## src/rtl/imem_loader_pkg.sv

```systemverilog
// imem_loader_pkg: shared state encoding and widths for the instruction-memory boot loader
package imem_loader_pkg;
  localparam int BYTE_W    = 8;
  localparam int WORD_W    = 32;
  localparam int LEN_BYTES = 2;
  typedef enum logic [2:0] {IDLE, LEN0, LEN1, DATA, WRITE, CHECK, DONE, ERROR} state_e;
  function automatic logic rx_state(input state_e s);
    return s inside {LEN0, LEN1, DATA, CHECK};
  endfunction
endpackage

```

## src/rtl/byte_word_packer.sv

```systemverilog
// byte_word_packer: assembles little-endian bytes into words, flags the byte that completes a word
module byte_word_packer
  import imem_loader_pkg::*;
(
  input  logic              clk_i,
  input  logic              rst_ni,
  input  logic              clr_i,
  input  logic              push_i,
  input  logic [BYTE_W-1:0] data_i,
  output logic [WORD_W-1:0] word_o,
  output logic              full_o
);
  logic [1:0]        cnt_q;
  logic [WORD_W-1:0] word_q;
  // word_o already includes data_i so the completed word is usable in the cycle full_o fires
  assign word_o = {data_i, word_q[WORD_W-1:BYTE_W]};
  assign full_o = push_i && cnt_q == 2'd3;
  always_ff @(posedge clk_i) begin
    if (!rst_ni || clr_i) begin
      cnt_q  <= '0;
      word_q <= '0;
    end else if (push_i) begin
      cnt_q  <= cnt_q + 2'd1;
      word_q <= word_o;
    end
  end
endmodule

```

## src/rtl/imem_boot_loader.sv

```systemverilog
// imem_boot_loader: loads a framed, checksummed byte stream into instruction memory
// and holds the core in reset until a complete, verified image is present.
module imem_boot_loader
  import imem_loader_pkg::*;
#(
  parameter logic [31:0] BASE_ADDR      = 32'h0000_0000,
  parameter int unsigned MAX_WORDS      = 256,
  parameter int unsigned TIMEOUT_CYCLES = 1_000_000
) (
  input  logic              clk_i,
  input  logic              rst_ni,
  input  logic              load_start_i,
  input  logic [BYTE_W-1:0] rx_data_i,
  input  logic              rx_valid_i,
  output logic              rx_ready_o,
  output logic              imem_we_o,
  output logic [WORD_W-1:0] imem_addr_o,
  output logic [WORD_W-1:0] imem_wdata_o,
  output logic              core_rst_n_o,
  output logic              busy_o,
  output logic              done_o,
  output logic              error_o
);
  state_e                        state_q, state_d;
  logic [LEN_BYTES*BYTE_W-1:0]   len_q, len_full;
  logic [15:0]                   k_q;
  logic [BYTE_W-1:0]             sum_q;
  logic [31:0]                   tmo_q;
  logic                          rx_ready_q, imem_we_q, core_rst_n_q, busy_q, done_q, error_q;
  logic [WORD_W-1:0]             imem_addr_q, imem_wdata_q, word;
  logic                          fire, start, full, len_bad, tmo_hit;

  assign fire     = rx_valid_i && rx_ready_q;
  assign start    = load_start_i && state_q inside {IDLE, DONE, ERROR};
  assign len_full = {rx_data_i, len_q[BYTE_W-1:0]};
  assign len_bad  = len_full == '0 || {16'b0, len_full} > MAX_WORDS;
  assign tmo_hit  = rx_state(state_q) && !fire && tmo_q == TIMEOUT_CYCLES - 1;

  byte_word_packer u_packer (
    .clk_i (clk_i),
    .rst_ni(rst_ni),
    .clr_i (start),
    .push_i(fire && state_q == DATA),
    .data_i(rx_data_i),
    .word_o(word),
    .full_o(full)
  );

  always_comb begin
    state_d = state_q;
    case (state_q)
      IDLE, DONE, ERROR: state_d = start ? LEN0 : state_q;
      LEN0:              state_d = fire ? LEN1 : LEN0;
      LEN1:              state_d = fire ? (len_bad ? ERROR : DATA) : LEN1;
      DATA:              state_d = full ? WRITE : DATA;
      WRITE:             state_d = (k_q + 16'd1 == len_q) ? CHECK : DATA;
      CHECK:             state_d = fire ? (rx_data_i == sum_q ? DONE : ERROR) : CHECK;
      default:           state_d = IDLE;
    endcase
    if (tmo_hit) state_d = ERROR;
  end

  always_ff @(posedge clk_i) begin
    if (!rst_ni) begin
      state_q      <= IDLE;
      len_q        <= '0;
      k_q          <= '0;
      sum_q        <= '0;
      tmo_q        <= '0;
      rx_ready_q   <= 1'b0;
      imem_we_q    <= 1'b0;
      imem_addr_q  <= BASE_ADDR;
      imem_wdata_q <= '0;
      core_rst_n_q <= 1'b0;
      busy_q       <= 1'b0;
      done_q       <= 1'b0;
      error_q      <= 1'b0;
    end else begin
      state_q      <= state_d;
      rx_ready_q   <= rx_state(state_d);
      busy_q       <= rx_state(state_d) || state_d == WRITE;
      done_q       <= state_d == DONE;
      error_q      <= state_d == ERROR;
      // core only leaves reset once the idle/done state has been held for a full cycle
      core_rst_n_q <= state_d inside {IDLE, DONE} && state_q inside {IDLE, DONE};
      imem_we_q    <= state_d == WRITE;
      if (state_d == WRITE) begin
        imem_addr_q  <= BASE_ADDR + {14'b0, k_q, 2'b00};
        imem_wdata_q <= word;
      end
      if (state_q == LEN0 && fire) len_q[BYTE_W-1:0] <= rx_data_i;
      if (state_q == LEN1 && fire) len_q <= len_full;
      k_q   <= start ? '0 : k_q + 16'(state_q == WRITE);
      sum_q <= start ? '0 : (state_q == DATA && fire) ? sum_q + rx_data_i : sum_q;
      tmo_q <= (start || fire) ? '0 : rx_state(state_q) ? tmo_q + 32'd1 : tmo_q;
    end
  end

  assign rx_ready_o   = rx_ready_q;
  assign imem_we_o    = imem_we_q;
  assign imem_addr_o  = imem_addr_q;
  assign imem_wdata_o = imem_wdata_q;
  assign core_rst_n_o = core_rst_n_q;
  assign busy_o       = busy_q;
  assign done_o       = done_q;
  assign error_o      = error_q;
endmodule

```

## config.mk

```make
export PLATFORM = sky130hd
export DESIGN_NAME = imem_boot_loader
export DESIGN_NICKNAME = d
export VERILOG_FILES = /design/src/rtl/imem_loader_pkg.sv /design/src/rtl/byte_word_packer.sv /design/src/rtl/imem_boot_loader.sv
export SDC_FILE = /design/constraint.sdc
export NUM_CORES = 1
export LEC_CHECK = 0
export ABC_AREA = 1
export BUFFER_PORTS_ARGS = -buffer_cell sky130_fd_sc_hd__buf_2
export CAP_MARGIN = 10
export CORE_MARGIN = 2
export CORE_UTILIZATION = 55
export CTS_BUF_LIST = sky130_fd_sc_hd__clkbuf_8 sky130_fd_sc_hd__clkbuf_16
export CTS_CLUSTER_DIAMETER = 50
export DETAILED_ROUTE_END_ITERATION = 16
export HOLD_SLACK_MARGIN = 0.03
export PLACE_DENSITY = 0.8
export SYNTH_ARGS = -nofsm -noshare
export SYNTH_HDL_FRONTEND = slang
export SYNTH_SLANG_ARGS = --single-unit
```

## constraint.sdc

```tcl
create_clock -name clk_i -period 3.15 [get_ports clk_i]
set_clock_uncertainty 0.15 [all_clocks]
set_input_delay 0.4725 -clock clk_i [delete_from_list [all_inputs] [get_ports clk_i]]
set_output_delay 0.4725 -clock clk_i [all_outputs]
set_load 0.05 [all_outputs]
```

Word level (Yosys, flattened, before mapping)
Cells that the tools add are included.
- $add $sub $neg: 5
- mux-type cells: 10
- reductions and logical operators: 27
- order comparisons: 1
- bitwise gates (word level): 2
- equal/unequal tests: 18
- operator list (kind ; number):
    $add 32x1->32 const B ; 1
    $eq 32x20->1 const B ; 1
    $eq 3x3->1 const B ; 8
    $mux 3 ; 6
    $pmux 3 s6 ; 1
    $add 16x1->16 ; 1
    $add 16x1->16 const B ; 1
    $eq 16x16->1 ; 1
    $gt 16x9->1 const B ; 1
    $logic_not 16->1 ; 1
    $eq 3x2->1 const B ; 4
    $logic_and 1x1->1 ; 9
    $add 8x8->8 ; 1
    $eq 8x8->1 ; 1
    $reduce_bool 4->1 ; 2
    $eq 3x1->1 const B ; 2
    $logic_not 3->1 ; 2
    $logic_or 1x1->1 ; 4
    $mux 2 ; 2
    $reduce_bool 2->1 ; 2
    $reduce_or 2->1 ; 2
    $reduce_bool 3->1 ; 1
    $reduce_or 3->1 ; 1
    $add 2x1->2 const B ; 1
    5 further kinds ; 7
- register bits after elaboration: 163
- input port bits: 12
- word-level logic and storage cells: 79
- output and inout port bits: 70

Logic depth before layout (Yosys ltp)
Gate-level depths: netlist of run 1.
- depth in word-level cells: 9
- mapped depth: 17
- mapped depth without buffers: 16

Hierarchy
A second synthesis of run 1 with hierarchy kept.
- cell total of the unflattened synthesis: 1117
- area, all modules: 7672.4 µm²
- modules (own cells, without submodules) (module ; cells each ; area each (µm²) ; instances ; seq. area each (µm²)):
    imem_boot_loader ; 990 ; 6633.9 ; 1 ; 2582.5
    byte_word_packer ; 127 ; 1038.5 ; 1 ; 520.5

Least setup slack after synthesis of run 1
No wires, ideal clock.
- path kind: register to register
- start: register rx_ready_q (netlist: rx_ready_o)
- end: register imem_addr_q[10] (netlist: imem_addr_o[10])
- setup slack: 1.085 ns
- cell stages (with the launch flop): 10
- buffers on the path: 2
- required time: 2.884 ns
- setup time: 0.116 ns
- clock period less this slack: 2.065 ns
- data arrival time: 1.798 ns
- cell sequence: dfxtp_1 -> nand2_1 -> inv_1 -> nand2_1 -> nor2_4 -> inv_1 -> buf_2 -> buf_1 -> nor2_1 -> nor2_1
- longest elaborated chain between the ends: 7
- elaborated cells on any way between the ends: 13
- classes of those cells: eq/ne: 1; mux: 6; reduce/logical: 6
- ends and longest elaborated chain (item ; line ; text):
    start, declared ; imem_boot_loader.sv:29 ; logic rx_ready_q, imem_we_q, core_rst_n_q, busy_q, done_q, error_q;
    start signal, assigned ; imem_boot_loader.sv:80 ; rx_ready_q <= rx_state(state_d);
    $logic_and 1x1->1 (*) ; imem_boot_loader.sv:33 ; assign fire = rx_valid_i && rx_ready_q;
    $logic_and 1x1->1 ; imem_boot_loader.sv:43 ; .push_i(fire && state_q == DATA),
    $logic_and 1x1->1 ; byte_word_packer.sv:17 ; assign full_o = push_i && cnt_q == 2'd3;
    $mux 3 ; imem_boot_loader.sv:55 ; DATA: state_d = full ? WRITE : DATA;
    $pmux 3 s6 ; imem_boot_loader.sv:51 ; case (state_q)
    $mux 3 (*) ; imem_boot_loader.sv:60 ; if (tmo_hit) state_d = ERROR;
    $eq 3x3->1 (*) ; imem_boot_loader.sv:87 ; if (state_d == WRITE) begin
    end signal, assigned ; imem_boot_loader.sv:88 ; imem_addr_q <= BASE_ADDR + {14'b0, k_q, 2'b00};
    end, declared ; imem_boot_loader.sv:30 ; logic [WORD_W-1:0] imem_addr_q, imem_wdata_q, word;
Mark *: on every way between the ends. The rest lies on a longest branch, timed or not.
A chain may end at the register's enable or synchronous reset.

Worst setup path after layout of run 1
- start: register state_q[2]
- end: register k_q[13]
- longest elaborated chain between the ends: 4
- elaborated cells on any way between the ends: 8
- classes of those cells: add/sub: 1; eq/ne: 3; reduce/logical: 4
- ends and longest elaborated chain (item ; line ; text):
    start, declared ; imem_boot_loader.sv:24 ; state_e state_q, state_d;
    start signal, assigned ; imem_boot_loader.sv:79 ; state_q <= state_d;
    parallel branches: the longest is 4 deep, another holds $add 16x1->16 ; -- ;
    end signal, assigned ; imem_boot_loader.sv:93 ; k_q <= start ? '0 : k_q + 16'(state_q == WRITE);
    end, declared ; imem_boot_loader.sv:26 ; logic [15:0] k_q;
Parallel ways; which one is timed is not known.

==> impl_metrics.yaml, run 1 <==
outcome:
  status: "finished, final reports clean"
worst_setup_path:
  cp-start-kind: "register"
  path_class: "register to register"
  crit_top_cell: "nor2_1"
  cp_num_buf_inv: 1
  end_kind: "register"
  worstPathMaxFanout: 6
  worstPathCellList: "inv_1, nor2_1, ha_1, nand3_1, nor2_1, nand3_1, nor2_1, nand2_1, o21ai_0, a21oi_1"
  slowest_delay_ns: 0.43
  arrival_ns: 2.58
  crit_required_ns: 3.32
  crit_family: "simple AND/OR/NAND/NOR gates"
  crit_slowest_cell: "dfxtp_1"
run:
  cap_viol_max_count: 0
logic_synthesis:
  synth_common_cells: "nand2_1 (196), dfxtp_1 (155), nor2_1 (151), inv_1 (103), o21ai_0 (95)"
  synth_largest_area_cell: "dfxtp_1"
  synth_edf_count: 0
  ys.flop_type: "dfxtp_1"
  yosysMostFrequentCell: "nand2_1"
  async_flop_share_pct: 0
  synth_top_area_share_pct: 42.4
  yosysUniqueCellTypes: 42
  yosys-top-cells-area: "dfxtp_1 (42%), nand2_1 (10%), nor2_1 (7.7%)"
  ys_warn_count: 0
  seq_area_frac_synth_pct: 42.4
  synthCells: 1022
  synth_area_um2: 7320
  postSynthAreaPerCell_um2: 7.17
  synth-seq-cells: 155
timing:
  setup_viol: 0
  period_minus_slack_ns: 2.40
  worstMarginPinSlew_ns: 0.705
  final-hold-violation-count: 0
  rsz0062_at_grt: "false"
  max_freq_mhz: 416
  fin_crit_sh_pct: 76.3
  timing.final.max_slew_violations: 0
  slew_headroom_pct: 52.9
  tns_ns: 0
floorplan:
  die_y_um: 119
  die_x_um: 119
  die-area_um2: 14300
  io_pins: 82
  initial_core_util_pct: 55.8
  core_um2: 13100
  fp-row-count: 42
clock_tree:
  ctsResizeCount: 0
  insertion_delay_ns: 0.43
  cts_setup_buffers: 0
  clkSinkCount: 155
  clock_path_buffers: 2
  cts_tree: "built"
  cts-buffers-inserted: 17
  ctsHoldBuffers: 0
  cts_root_buffer: "clkbuf_16"
  htreeDepth: 4
  clk_pin_slew_ns: 0.06
finish:
  synthToLayoutAreaGrowth_pct: 12.9
  multi_input_area_um2: 3570
  final_util_pct: 63.0
  ff_latch_area_um2: 3100
  diodes: 0
  drive_above_1_share_pct: 13.1
  final_net_count: 1100
  fillCellCount: 1167
grt:
  grt_pass1_wl_mm: 27.4
  grt_pass1_vias: 5991
  grt.overflow.total: 0
  antenna_found_initial: 0
  grt.total_usage_pct: 23.7
  grt_max_degree: 71
place:
  dp_hpwl_mm: 11.1
  gp_congestion: 0.888
  port_buffers: 65
power_and_ir_drop:
  power.leakage_uw: 0.00358
  powerDensity_nw_per_um2: 525
  power_uw: 4340
  peakVddDrop_v: 0.000357
routing:
  drt_iter0_markers: 312
  drcViolationCount: 0
  postRouteAntennaNets: 0
  routedWlPerCell_um: 12.9
  num_vias: 6520
  drtPass1Iterations: 4
  routed_via_density: 5.16
  routed_wl_mm: 16.3
worst_hold_path:
  hold_path_class: "input pin to register"
==> cell families after synthesis <==
group,Yosys count,share of synthesized area (%)
buf+inv,166,9.69
fa+ha+maj,13,2.32
compound gates,191,13.4
other cells,1,0.0512
flops,155,42.4
xor+xnor,34,4.07
simple gates,462,28.2
==> worst paths after layout <==
kind,start,end,slack [ns],cells past startpoint
worst max-delay path,state_q[2]$_SDFF_PN0_,k_q[13]$_SDFF_PP0_,0.75,10
worst min-delay path,rx_data_i[0],u_packer.word_q[24]$_SDFFE_PP0P_,0.20,3
worst max register to register,state_q[2]$_SDFF_PN0_,k_q[13]$_SDFF_PP0_,0.75,10
worst min register to register,u_packer.word_q[14]$_SDFFE_PP0P_,u_packer.word_q[14]$_SDFFE_PP0P_,0.31,2
==> power breakdown <==
group / internal, uW / switching (uW) / leakage, uW
combinational: 89.3 / 276 / 0.00204
sequential: 1990 / 21.4 / 0.00125
clock: 1100 / 864 / 0.000283
total: 3180 / 1160 / 0.00358
==> layer usage <==
layer	vias up	wire (um)	global-route usage, %
li1	3362	-	-
met1	2955	7470	30.0
met2	176	7550	39.3
met3	27	945	5.99
met4	0	282	8.46
met5	-	0	0
==> flip-flops by register name, summed over array words and instances, names as in the netlist, 2 cells and up <==
| register | count |
|---|---|
| imem_addr_o | 16 |
| imem_wdata_o | 32 |
| state_q | 3 |
| u_packer.cnt_q | 2 |
| len_q | 16 |
| sum_q | 8 |
| u_packer.word_q | 24 |
| tmo_q | 32 |
| k_q | 16 |
==> cells in the final DEF (no fill, tap or decap), types with 6 or more instances in the layout <==
master       n
nor2_4       8
clkbuf_16   17
xnor2_1     13
buf_4        9
conb_1      16
nor4_1       6
ha_1        12
nand3_1     37
nand2_1    196
inv_2        6
o21ai_0     95
nand4_1     22
xor2_1      21
nor2_2       6
nor2_1     151
nor3_1      13
dfxtp_1    155
a21oi_1     86
inv_1      104
buf_2       65
==> worst register-to-register path, stage by stage (launching register included) <==
cell     delay [ns]
dfxtp_1        0.43
inv_1          0.13
nor2_1         0.23
ha_1           0.22
nand3_1        0.17
nor2_1         0.20
nand3_1        0.20
nor2_1         0.24
nand2_1        0.12
o21ai_0        0.17
a21oi_1        0.05
==> layout make-up <==
type | count | share of cell area, %
multi-input cells | 716 | 43.1
inverters | 111 | 5.10
well taps | 176 | 2.66
flip-flops and latches | 155 | 37.5
repair buffers | 74 | 4.75
clock inverters | 15 | 1.69
clock buffers | 17 | 5.14
==> metrics by stage <==
| step | cells | hold WS (ns) | instance area (um^2) | worst slack, ns |
|---|---|---|---|---|
| after global placement | 1232 | 0.301 | 7710 | 0.784 |
| final | 1264 | 0.196 | 8270 | 0.746 |
| after global routing | 1264 | 0.211 | 8270 | 0.554 |
| after detailed placement | 1232 | 0.306 | 7710 | 0.773 |
| after floorplan | 1037 | 0.291 | 7380 | 1.09 |
| after CTS | 1264 | 0.184 | 8270 | 0.789 |
Note: power is estimated with default switching activity, not from simulation.
==> run 2, diff against run 1 <==
==> constraint.sdc (replaced) <==
create_clock -name clk_i -period 2.25 [get_ports clk_i]
set_clock_uncertainty 0.15 [all_clocks]
set_input_delay 0.3375 -clock clk_i [delete_from_list [all_inputs] [get_ports clk_i]]
set_output_delay 0.3375 -clock clk_i [all_outputs]
set_load 0.05 [all_outputs]
==> impl_metrics.yaml, run 2 (synthesis gave the netlist of run 1 again) <==
finish:
  final_common_cell: "nand2_1"
  fin_cells: 1288
  diodes: 0
  synthToLayoutAreaGrowth_pct: 17.6
  drive_above_1_share_pct: 17.3
  fillCellCount: 1147
  mostFrequentLayoutCells: "nand2_1 (192), dfxtp_1 (147), nor2_1 (143)"
  final_util_pct: 65.6
  final_net_count: 1124
routing:
  routed_wl_mm: 16.7
  postRouteAntennaNets: 0
  drtPass1Iterations: 5
  drcViolationCount: 0
  routed_via_density: 5.17
  drt_iter0_markers: 422
  num_vias: 6662
  routedWlPerCell_um: 13.0
place:
  port_buffers: 65
  dp_hpwl_mm: 11.5
  gp_congestion: 0.903
  place_inst: 1256
timing:
  rsz0062_at_grt: "true"
  final-hold-violation-count: 0
  fin_crit_sh_pct: 96.4
  slew_headroom_pct: 61.3
  timing.final.max_slew_violations: 0
  tns_ns: 0
  setup_viol: 0
  worstMarginPinSlew_ns: 0.581
  period_minus_slack_ns: 2.17
  max_freq_mhz: 461
power_and_ir_drop:
  switching_power_uw: 1650
  p_seq_share_pct: 44.5
  power.leakage_uw: 0.00373
  swShare_pct: 26.2
  p_comb_share_pct: 9.0
  pwr-share-clk_pct: 46.5
  powerDensity_nw_per_um2: 732
  intPower_uw: 4650
  peakVddDrop_v: 0.000559
grt:
  grt_use_met3_pct: 5.36
  grt.total_usage_pct: 23.9
  use_met2_pct: 38.7
  grt.overflow.total: 0
  grt_max_degree: 71
  antenna_found_initial: 0
  grt.met1_usage_pct: 30.9
  grt_pass1_wl_mm: 27.6
  grt_pass1_vias: 6013
  grt.busiest_layer: "met2"
worst_setup_path:
  slowest_delay_ns: 0.38
  crit_family: "simple AND/OR/NAND/NOR gates"
  crit_top_cell: "nand2_1"
  path_class: "register to register"
  cp_num_buf_inv: 1
  crit_slowest_cell: "dfxtp_4"
  worstPathMaxFanout: 8
  cp-start-kind: "register"
  end_kind: "register"
  worstPathCellList: "ha_4, inv_1, nor2_4, nand2_1, nand2_1, nand2_1, nor2_1, nand2_1, nor2_2, nand3_1, nand2_2, nand3_2, nand2_1, nand3_1, nand2_1"
  crit_required_ns: 2.48
  arrival_ns: 2.40
floorplan:
  core_um2: 13100
  die_x_um: 119
  initial_core_util_pct: 55.8
  fp-row-count: 42
  die-area_um2: 14300
  die_y_um: 119
  io_pins: 82
clock_tree:
  clkSinkCount: 155
  insertion_delay_ns: 0.43
  clk_pin_slew_ns: 0.06
  clock_path_buffers: 2
  htreeDepth: 4
  cts-buffers-inserted: 17
  cts_tree: "built"
  cts_root_buffer: "clkbuf_16"
run:
  cap_viol_max_count: 0
worst_hold_path:
  hold_path_class: "input pin to register"
outcome:
  status: "finished, final reports clean"
[run 2: routing by layer]
| metal | wire length (um) | vias to the layer above | share of wire [%] |
|---|---|---|---|
| met5 | 0 | - | 0 |
| met4 | 292 | 0 | 1.7 |
| met3 | 1130 | 26 | 6.8 |
| met2 | 7870 | 201 | 47 |
| met1 | 7430 | 3014 | 44 |
| li1 | - | 3421 | - |
[run 2: power by group through the flow]
| stage | clock [uW] | sequential (uW) | combinational (uW) |
|---|---|---|---|
| final | 2930 | 2800 | 567 |
| after global routing | 3090 | 2810 | 623 |
| after CTS | 2970 | 2810 | 547 |
| after detailed placement | 0 | 2870 | 541 |
| after global placement | 0 | 2870 | 536 |
| after floorplan | 0 | 2910 | 377 |
[run 2: final timing paths]
check / from / end / slack [ns] / cells after the start
setup / recovery: k_q[0]$_SDFF_PP0_ / busy_o$_SDFF_PN0_ / 0.08 / 15
hold / removal: rx_data_i[3] / u_packer.word_q[27]$_SDFFE_PP0P_ / 0.06 / 3
hold reg to reg: u_packer.word_q[10]$_SDFFE_PP0P_ / u_packer.word_q[10]$_SDFFE_PP0P_ / 0.31 / 2
setup reg to reg: k_q[0]$_SDFF_PP0_ / busy_o$_SDFF_PN0_ / 0.08 / 15
[run 2: cell type report]
cell class                 count  area [um^2]  share of cell area, %
sequential                   155         3120                   36.2
clock inverter                13          155                   1.80
tap                          176          220                   2.56
timing repair buffer          98          598                   6.94
clock buffer                  19          453                   5.26
inverter                     111          422                   4.89
multi-input combinational    716         3650                   42.3
[run 2: repair_timing]
action                                  CTS  global route
buffers inserted                          0             0
pin swaps                                 1             5
endpoints found under the setup margin    2            13
resized for setup                         0            37
hold buffers                              0             0
[run 2: stage by stage]
stage / instance area (um^2) / setup slack, ns / hold slack (ns) / power, uW
after detailed placement: 7910 / 0.0316 / 0.303 / 3410
after global routing: 8610 / -0.0683 / 0.0637 / 6520
final: 8610 / 0.0799 / 0.0619 / 6300
after floorplan: 7380 / 0.185 / 0.291 / 3280
after CTS: 8520 / 0.0124 / 0.0492 / 6330
after global placement: 7910 / 0.0510 / 0.303 / 3400
[run 2: tightest hold or removal path, cell delays in order]
cell	delay, ns
buf_2	0.14
nand2_1	0.07
a21oi_1	0.06
